<file path="src/rtl/mem_bus_arbiter.sv">
// Two-requester memory bus arbiter: load/store normally wins, fetch is protected
// from starvation, and each transfer completes on mem_mfc or aborts on timeout.
module mem_bus_arbiter #(
  parameter int TIMEOUT    = 15,
  parameter int STARVE_LIM = 2
) (
  input  logic        clk,
  input  logic        rst,
  input  logic        if_req,
  input  logic        if_rw,
  input  logic [15:0] if_addr,
  input  logic        ls_req,
  input  logic        ls_rw,
  input  logic [15:0] ls_addr,
  input  logic [15:0] ls_wdata,
  output logic        if_gnt,
  output logic        if_done,
  output logic        ls_gnt,
  output logic        ls_done,
  output logic [15:0] rdata,
  output logic        err,
  output logic        mem_en,
  output logic        mem_rw,
  output logic [15:0] mem_addr,
  output logic [15:0] mem_wdata,
  input  logic        mem_mfc,
  input  logic [15:0] mem_rdata
);

  typedef enum logic [1:0] {IDLE, ACCESS, DONE} state_t;

  localparam logic [7:0] TMO_LIM    = 8'(TIMEOUT);
  localparam logic [1:0] STARVE_MAX = 2'(STARVE_LIM);

  state_t      state;
  logic [1:0]  starve_cnt;
  logic [7:0]  tmo_cnt;
  logic        owner_if;
  logic        if_wins;

  // Fetch takes the bus when it is alone or has already yielded STARVE_LIM times.
  always_comb begin
    if_wins = if_req && (!ls_req || (starve_cnt == STARVE_MAX));
  end

  // NOTE: every register here uses non-blocking assignment so all state
  // updates see the same pre-edge values regardless of statement order.
  always_ff @(posedge clk or posedge rst) begin
    if (rst) begin
      state      <= IDLE;
      starve_cnt <= '0;
      tmo_cnt    <= '0;
      owner_if   <= 1'b0;
      if_gnt     <= 1'b0;
      if_done    <= 1'b0;
      ls_gnt     <= 1'b0;
      ls_done    <= 1'b0;
      rdata      <= '0;
      err        <= 1'b0;
      mem_en     <= 1'b0;
      mem_rw     <= 1'b0;
      mem_addr   <= '0;
      mem_wdata  <= '0;
    end else begin
      case (state)
        IDLE: begin
          if (if_req || ls_req) begin
            state    <= ACCESS;
            mem_en   <= 1'b1;
            tmo_cnt  <= '0;
            owner_if <= if_wins;
            if_gnt   <= if_wins;
            ls_gnt   <= !if_wins;
            if (if_wins) begin
              mem_rw     <= if_rw;
              mem_addr   <= if_addr;
              mem_wdata  <= '0;
              starve_cnt <= '0;
            end else begin
              mem_rw    <= ls_rw;
              mem_addr  <= ls_addr;
              mem_wdata <= ls_wdata;
              if (!if_req)
                starve_cnt <= '0;
              else if (starve_cnt != STARVE_MAX)
                starve_cnt <= starve_cnt + 2'd1;
            end
          end else begin
            starve_cnt <= '0;
          end
        end

        ACCESS: begin
          if (mem_mfc) begin
            state   <= DONE;
            mem_en  <= 1'b0;
            if_done <= owner_if;
            ls_done <= !owner_if;
            if (mem_rw)
              rdata <= mem_rdata;
          end else if (tmo_cnt == TMO_LIM) begin
            state   <= DONE;
            mem_en  <= 1'b0;
            if_done <= owner_if;
            ls_done <= !owner_if;
            err     <= 1'b1;
          end else begin
            tmo_cnt <= tmo_cnt + 8'd1;
          end
        end

        DONE: begin
          state   <= IDLE;
          if_done <= 1'b0;
          ls_done <= 1'b0;
          err     <= 1'b0;
          if_gnt  <= 1'b0;
          ls_gnt  <= 1'b0;
        end

        default: state <= IDLE;
      endcase
    end
  end

endmodule

</file>
<file path="config.mk">
export PLATFORM = sky130hd
export DESIGN_NAME = mem_bus_arbiter
export DESIGN_NICKNAME = d
export VERILOG_FILES = /design/src/rtl/mem_bus_arbiter.sv
export SDC_FILE = /design/constraint.sdc
export NUM_CORES = 1
export LEC_CHECK = 0
export ABC_AREA = 1
export CAP_MARGIN = 20
export CORE_UTILIZATION = 25
export DETAILED_ROUTE_END_ITERATION = 10
export HOLD_SLACK_MARGIN = 0.05
export PLACE_DENSITY = 0.56
export SYNTH_ARGS = -nofsm -noshare
export SYNTH_HDL_FRONTEND = slang
export SYNTH_SLANG_ARGS = --single-unit
</file>
<file path="constraint.sdc">
create_clock -name clk -period 6.1 [get_ports clk]
set_clock_uncertainty 0.05 [all_clocks]
set_input_delay 0.61 -clock clk [delete_from_list [all_inputs] [get_ports clk]]
set_output_delay 0.61 -clock clk [all_outputs]
set_load 0.01 [all_outputs]
</file>
==> results of run 1 <==
sequential cells by signal, indices dropped and copies added, names as in the netlist:
name	cells
mem_addr	16
mem_wdata	16
rdata	16
tmo_cnt	8
starve_cnt	2
state	2
err	1
if_done	1
if_gnt	1
ls_done	1
ls_gnt	1
mem_en	1
mem_rw	1
owner_if	1
cells by family after synthesis:
kind of cell,Yosys count,share of synthesized area [%]
AND/OR/NAND/NOR,162,22.0
flip-flops,68,55.3
AO/OA/AOI/OAI,48,8.79
buffers and inverters,36,5.41
multiplexers,17,6.18
adder cells (fa/ha/maj),5,2.03
XOR/XNOR,1,0.285
worst paths after layout:
path                                       endpoint                     start  cells past startpoint  slack [ns]
setup / recovery           mem_addr[11]$_DFFE_PP0P_                    if_req                      5        3.54
hold reg to reg            mem_wdata[9]$_DFFE_PP0P_  mem_wdata[9]$_DFFE_PP0P_                      2        0.43
setup reg to reg                 mem_en$_DFFE_PP0P_      state[0]$_DFFE_PP0P_                      6        3.94
min in group asynchronous      rdata[6]$_DFFE_PP0P_                       rst                      3        0.81
max in group asynchronous           err$_DFFE_PP0P_                       rst                      3        4.62
hold / removal             mem_wdata[9]$_DFFE_PP0P_  mem_wdata[9]$_DFFE_PP0P_                      2        0.43
critical path: stages:
cell and delay (ns):
clkdlybuf4s50_1 0.51, o21ai_4 0.78, inv_2 0.51, nor2_1 0.23, a21oi_1 0.06
layout by cell type (no fill, tap or decap), drive strengths merged, types with 8 or more instances in the layout:
master,n
o21ai,8
clkdlybuf4s50,125
nand2,103
a21oi,36
nand3,28
mux2,16
dfrtp,68
clkbuf,11
nor2,28
inv,25
through the flow:
step,instance area (sq um),std cells,hold WS [ns]
floorplan,3080,337,0.401
global placement,4440,598,0.410
detailed placement,4440,598,0.414
CTS,4750,614,0.430
global route,4750,614,0.450
finish,4750,614,0.427
Yosys cell counts:
cell / instances
nand2_1: 100
nor2_1: 28
o21ai_1: 2
o21bai_4: 1
o21bai_1: 1
nand2_4: 2
nand2_2: 1
o21ai_4: 1
dfrtp_1: 68
nand3_2: 1
a21oi_1: 36
nor3b_1: 2
clkbuf_1: 1
nand4_1: 1
ha_1: 5
mux2i_1: 1
buf_6: 2
inv_1: 22
inv_2: 2
mux2_2: 16
o21ai_0: 5
nand3_1: 27
buf_2: 7
xor2_1: 1
buf_4: 2
o22ai_1: 2
routing by layer:
layer / GRT usage [%] / part of all wire, %
met5: 0 / 0
met4: 4.39 / 0.88
met3: 3.54 / 5.8
met2: 21.6 / 47
met1: 17.1 / 47
where the power goes:
group	internal, uW	switching, uW
registers	654	122
clock network	339	191
logic	529	502
layout make-up:
cell class | count | area [sq um] | area share [%]
clock buffer | 11 | 253 | 5.32
clock inverter | 5 | 58.8 | 1.24
inverter | 24 | 90.1 | 1.90
multi-input combinational | 233 | 1210 | 25.4
sequential | 68 | 1700 | 35.8
tap | 147 | 184 | 3.87
timing repair buffer | 126 | 1260 | 26.5
==> flow_metrics.py, run 1 <==
metrics = {
    "clocking": {
        "clk_pin_slew_ns": 0.06,
        "cts_max_path_buffers": 2,
        "post-cts-setup-buffer-count": 0,
        "hold_buffers": 0,
        "h-tree-depth": 3,
        "clk_latency_ns": 0.32,
        "cts_tree": "built",
        "cts_buffers": 9,
        "root_buffer": "clkbuf_16",
        "cts_resized": 0,
        "cts.sinks": 68,
    },
    "synth": {
        "ys_warn_count": 0,
        "ys_seq_area_share_pct": 55.3,
        "synth_largest_area_cell": "dfrtp_1",
        "ys_types": 26,
        "avgSynthCellArea_sq_um": 9.13,
        "synth.ff_latch_count": 68,
        "synth_area_leaders": "dfrtp_1 (55%), nand2_1 (12%), a21oi_1 (5.9%), mux2_2 (5.9%), nand3_1 (4.4%)",
        "synthCells": 337,
        "syn_area_sq_mm": 0.00308,
        "synth_nets": 413,
        "synth_top_area_share_pct": 55.3,
    },
    "sta": {
        "setup_violations": 0,
        "fin_ws_ns": 3.54,
        "tightest_slew_ns": 0.930,
        "period_needed_ns": 2.56,
        "rsz0062_at_grt": "no",
        "post-route-period-util_pct": 42.0,
        "setup_tns_ns": 0,
        "slew-limit-headroom_pct": 37.8,
        "timing.fmax_ghz": 0.391,
        "hold_violations": 0,
        "maxSlewViolCount": 0,
    },
    "place": {
        "io_buffers": 125,
        "place_ws_ns": 3.19,
        "dp_hpwl_mm": 5.63,
        "gp_congestion": 0.787,
    },
    "finish": {
        "post-route-util_pct": 39.6,
        "syn2layout_area_growth_pct": 54.6,
        "nFillCells": 1214,
        "drive_gt1_share_pct": 8.99,
        "layout.nets": 538,
        "insertedDiodeCount": 0,
    },
    "route": {
        "wire_per_inst_um": 13.1,
        "drc": 0,
        "wirelength_mm": 8.06,
        "ant_nets": 0,
        "drtIter0Drc": 137,
        "drtPass1Iterations": 4,
        "avgViaCountPerCell": 4.46,
        "vias": 2738,
    },
    "power": {
        "p_total_uw": 2340,
        "p_per_area_mw_per_mm2": 492,
        "peakVddDrop_v": 0.000185,
        "cellLeakagePower_uw": 0.00212,
    },
    "critical_path": {
        "worst-setup-path-type": "in2reg",
        "cp_max_fo": 36,
        "cp.arrival_ns": 2.71,
        "endpoint_kind": "flop",
        "critical_path_required_ns": 6.25,
        "start_kind": "input port",
    },
    "die": {
        "core_area_sq_mm": 0.0120,
        "num_io_pins": 126,
        "chipWidth_um": 113,
        "dieArea_sq_mm": 0.0127,
        "rows": 40,
        "fp.dieH_um": 113,
        "start_util_pct": 25.6,
    },
    "run": {
        "cap_violations": 0,
    },
    "global_route": {
        "grt_max_degree": 69,
        "grt_pass1_wl_mm": 13.4,
        "grt_overflow": 0,
        "grt.total_usage_pct": 13.3,
        "grt_pass1_vias": 2810,
        "antenna_found_initial": 0,
    },
    "outcome": {
        "status": "finished, final reports clean",
    },
    "min_path": {
        "worstHoldPathType": "reg2reg",
    },
}
Power figures use the tool's default switching activity.
==> run 2: changes to the inputs <==
Clock period 6.1 ns to 2.55 ns, I/O delays scaled along.
==> flow_metrics.py, run 2 (synthesis gave the netlist of run 1 again) <==
metrics = {
    "sta": {
        "timing.fmax_ghz": 0.600,
        "period_needed_ns": 1.67,
        "maxSlewViolCount": 0,
        "setup_tns_ns": 0,
        "setup_violations": 0,
        "rsz0062_at_grt": "no",
        "fin_ws_ns": 0.884,
        "slew-limit-headroom_pct": 57.5,
        "post-route-period-util_pct": 65.3,
        "tightest_slew_ns": 0.637,
        "hold_violations": 0,
    },
    "clocking": {
        "root_buffer": "clkbuf_16",
        "clk_latency_ns": 0.32,
        "cts_buffers": 9,
        "h-tree-depth": 3,
        "cts_resized": 0,
        "clk_pin_slew_ns": 0.06,
        "cts_max_path_buffers": 2,
        "cts.sinks": 68,
        "post-cts-setup-buffer-count": 0,
        "cts_tree": "built",
        "hold_buffers": 0,
    },
    "power": {
        "cellLeakagePower_uw": 0.00215,
        "swShare_pct": 34.2,
        "p_total_uw": 5680,
        "p_int_uw": 3730,
        "peakVddDrop_v": 0.000381,
        "p_seq_share_pct": 32.6,
        "switchingPower_uw": 1940,
        "p_per_area_mw_per_mm2": 1180,
        "pwr-share-comb_pct": 43.7,
        "clock_power_share_pct": 23.7,
    },
    "global_route": {
        "antenna_found_initial": 0,
        "grt.total_usage_pct": 13.4,
        "grt_overflow": 0,
        "grt_pass1_wl_mm": 13.4,
        "grt_pass1_vias": 2736,
        "grt_max_degree": 69,
    },
    "critical_path": {
        "start_kind": "flop",
        "cp_max_fo": 16,
        "r2r_start": "state[1]$_DFFE_PP0P_",
        "critical_path_required_ns": 2.70,
        "ff2ff_path_depth": 4,
        "reg2reg_to": "rdata[14]$_DFFE_PP0P_",
        "worstSetupEndpoint": "rdata[14]$_DFFE_PP0P_",
        "endpoint_kind": "flop",
        "worst-setup-path-type": "reg2reg",
        "r2r_slack_ns": 0.88,
        "cp.arrival_ns": 1.82,
        "startpoint": "state[1]$_DFFE_PP0P_",
    },
    "route": {
        "drtPass1Iterations": 4,
        "ant_nets": 0,
        "wire_per_inst_um": 12.9,
        "avgViaCountPerCell": 4.41,
        "wirelength_mm": 7.97,
        "drc": 0,
        "route.met2.wl_mm": 3.72,
        "wl_met1_mm": 3.62,
        "drtIter0Drc": 162,
        "wl_met3_um": 543,
        "highest_layer": "met4",
        "vias": 2723,
    },
    "die": {
        "num_io_pins": 126,
        "fp.dieH_um": 113,
        "chipWidth_um": 113,
        "start_util_pct": 25.6,
        "core_area_sq_mm": 0.0120,
        "rows": 40,
        "dieArea_sq_mm": 0.0127,
    },
    "finish": {
        "fin_area_sq_mm": 0.00480,
        "multiInputGateArea_sq_mm": 0.00121,
        "nFillCells": 1219,
        "layout.nets": 541,
        "syn2layout_area_growth_pct": 56.1,
        "regArea_sq_mm": 0.00170,
        "layout_commonest_cell": "clkdlybuf4s50_1",
        "insertedDiodeCount": 0,
        "reg.largest.list": "mem_addr: 16 flops, mem_wdata: 16 flops, rdata: 16 flops",
        "layout_common_cells": "clkdlybuf4s50_1 (125), nand2_1 (100), dfrtp_1 (68), a21oi_1 (36), nor2_1 (28)",
        "post-route-util_pct": 40.0,
        "drive_gt1_share_pct": 9.57,
    },
    "min_path": {
        "worstHoldPathType": "in2async",
    },
    "place": {
        "placed_cell_area_sq_mm": 0.00448,
        "dp_hpwl_mm": 5.57,
        "io_buffers": 125,
        "gp_congestion": 0.790,
        "place_ws_ns": 0.632,
    },
    "outcome": {
        "status": "finished, final reports clean",
    },
    "run": {
        "cap_violations": 0,
    },
}
-- run 2: cell types whose count changed in the layout (fill, tap and decap cells not counted), sizes merged --
| cell | previous run | this run |
|---|---|---|
| bufinv | 1 | 2 |
| clkinv | 1 | 2 |
| buf | 1 | 4 |
| clkbuf | 11 | 10 |
| clkinvlp | 2 | 1 |
-- run 2: power by group through the flow --
| stage | combinational (uW) | clock [uW] | sequential, uW |
|---|---|---|---|
| 2_1_floorplan | 1110 | 0 | 2020 |
| 3_3_place_gp | 2470 | 0 | 1860 |
| 3_5_place_dp | 2530 | 0 | 1860 |
| 4_1_cts | 2530 | 1400 | 1860 |
| 5_1_grt | 2730 | 1460 | 1910 |
| 6_report | 2480 | 1350 | 1850 |
-- run 2: critical path: stages (launching register included) --
cell and delay, ns:
dfrtp_1 0.39, inv_1 0.08, ha_1 0.24, nand3_2 0.37, mux2_2 0.40
-- run 2: worst min-delay path by stage --
stage,start,end,slack [ns],cells past startpoint
detailed placement,mem_wdata[3]$_DFFE_PP0P_,mem_wdata[3]$_DFFE_PP0P_,0.42,2
finish,rst,rdata[7]$_DFFE_PP0P_,0.27,3
floorplan,ls_wdata[0],mem_wdata[0]$_DFFE_PP0P_,0.34,2
global route,rst,rdata[7]$_DFFE_PP0P_,0.31,3
CTS,rst,rdata[7]$_DFFE_PP0P_,0.29,3
global placement,mem_wdata[12]$_DFFE_PP0P_,mem_wdata[12]$_DFFE_PP0P_,0.41,2
-- run 2: cell type report --
| cell class | count | area share (%) |
|---|---|---|
| timing repair buffer | 129 | 26.9 |
| sequential | 68 | 35.4 |
| clock inverter | 6 | 1.80 |
| tap | 147 | 3.83 |
| inverter | 24 | 1.88 |
| multi-input combinational | 233 | 25.1 |
| clock buffer | 10 | 4.98 |
-- run 2: metal layers --
metal | vias to the layer above | GRT usage [%]
met3 | 9 | 3.70
met5 | - | 0
met4 | 0 | 5.00
li1 | 1353 | -
met2 | 96 | 21.6
met1 | 1265 | 17.2
-- run 2: through the flow --
stage | hold slack, ns | cells
floorplan | 0.343 | 337
global placement | 0.414 | 601
detailed placement | 0.419 | 601
CTS | 0.286 | 617
global route | 0.311 | 617
finish | 0.274 | 617
==> RTL change, RTL diff (settings of run 1) <==
Register the output `err` once more, cleared by the reset; this adds one clock of latency there. The other outputs are not delayed to match.
--- a/src/rtl/mem_bus_arbiter.sv
+++ b/src/rtl/mem_bus_arbiter.sv
@@ -34,2 +34,4 @@
 
+  logic err_s0;
+
   state_t      state;
@@ -58,3 +60,3 @@
       rdata      <= '0;
-      err        <= 1'b0;
+      err_s0     <= 1'b0;
       mem_en     <= 1'b0;
@@ -105,3 +107,3 @@
             ls_done <= !owner_if;
-            err     <= 1'b1;
+            err_s0  <= 1'b1;
           end else begin
@@ -115,3 +117,3 @@
           ls_done <= 1'b0;
-          err     <= 1'b0;
+          err_s0  <= 1'b0;
           if_gnt  <= 1'b0;
@@ -125,2 +127,10 @@
 
+  always_ff @(posedge clk or posedge rst) begin
+    if (rst) begin
+      err <= '0;
+    end else begin
+      err <= err_s0;
+    end
+  end
+
 endmodule
Formal check against the unedited RTL: same outputs for any inputs over 10 cycles, from zero or initial values and one cycle with rst high; that may be too few to reach the edited logic, so the function may still have changed.
==> RTL change against run 1 <==
Worst setup slack improved by 0.36 ns; register-to-register slack improved by 0.06 ns; first-iteration DRC count shrank 13%; area after synthesis down 0.28%; worst hold slack got worse by 0.099 ns; die area fell by 0.28%; wire length rose by 3.1%; power shrank 2.3%; critical path depth stayed put; core utilization up 0.061 points; sequential cell count increased by 1; final area shrank 0.26%; critical endpoint is now if_gnt; highest routed layer unchanged.
==> RTL change: results (changes against run 1) <==
- The share of post-route cells with drive strength above 1 was 9.442% (+0.45 points).
- The endpoint with the worst hold slack is err.
- The via count of the first global-routing pass was 2684 (-4.5%).
- The overall routing resource usage is 13.65% (+0.38 points).
- The xor and xnor fraction of the mapped netlist area is 0% (-0.28 points).
- The global-route wire length before repair was 13340 µm (-0.62%).
- The met1 global-route usage was 17.07% (-0.054 points).
- The largest individual stage delay along the critical path comes from the cell sky130_fd_sc_hd__clkdlybuf4s50_1.
- The arrival time reported for the critical path endpoint came to 2.40 ns (-0.31 ns).
- The length of routed met3 wiring is 608 µm (+31%).
- The power attributed to sequential cells is 0.775 mW (about the same).
- The fraction of synthesized area in multiplexers is 5.875% (-0.31 points).
- The normalized max-slew margin is 40.03% (+2.2 points).
- The net switching power of the design is 0.7844 mW (-3.8%).
- The largest fanout on the critical path is 35 (-2.8%).
- The maximum ir drop on the vdd rail is 0.1711 mV (-7.4%).
- The net count of the finished layout was 537 (-0.19%).
- The number of violations reported at the end of detailed-routing iteration 0 is 119 (-13%).
- The run finished with clean final reports.
- The synthesized netlist net count is 412 (-0.24%).
- By count the netlist is led by 98 x sky130_fd_sc_hd__nand2_1, 69 x sky130_fd_sc_hd__dfrtp_1, 34 x sky130_fd_sc_hd__a21oi_1, 29 x sky130_fd_sc_hd__nand3_1, 25 x sky130_fd_sc_hd__nor2_1.
- The total of fill cells in the finished design is 1153 (-5.0%).
- The routability congestion estimate from global placement is 0.7746 (-1.5%).
- The number of optimization iterations in the first detailed-route pass is 6 (+2).
- The minimum clock period is 2.205 ns (-0.3555 ns).
- In this run the most critical hold path is launched from err_s0.
## RTL change: cell count changes after synthesis, sizes merged, moves of 2 or more
cell / before / now
nor2: 28 / 25
o21ai: 8 / 13
or2: 0 / 2
nor3b: 2 / 0
a21oi: 36 / 34
nand2: 103 / 99
nand4: 1 / 3
nand3: 28 / 31
o21bai: 2 / 0
## RTL change: cell type report
cell class                 instances  area (µm²)  area share, %
sequential                        69        1727          36.42
clock buffer                      10       239.0          5.041
tap                              147       183.9          3.880
inverter                          23       86.33          1.821
timing repair buffer             127        1266          26.71
clock inverter                     6       62.56          1.320
multi-input combinational        231        1176          24.81
## RTL change: metrics by stage
stage               std cells  util (%)  power [mW]  hold WS, ns  instance area [µm²]
floorplan                 336         -       1.281       0.3040                 3067
global placement          597     37.11       1.765       0.3136                 4439
detailed placement        597     37.11       1.782       0.3136                 4439
CTS                       613     39.63       2.322       0.3268                 4741
global route              613     39.63       2.446       0.3522                 4741
finish                    613     39.63       2.285       0.3273                 4741
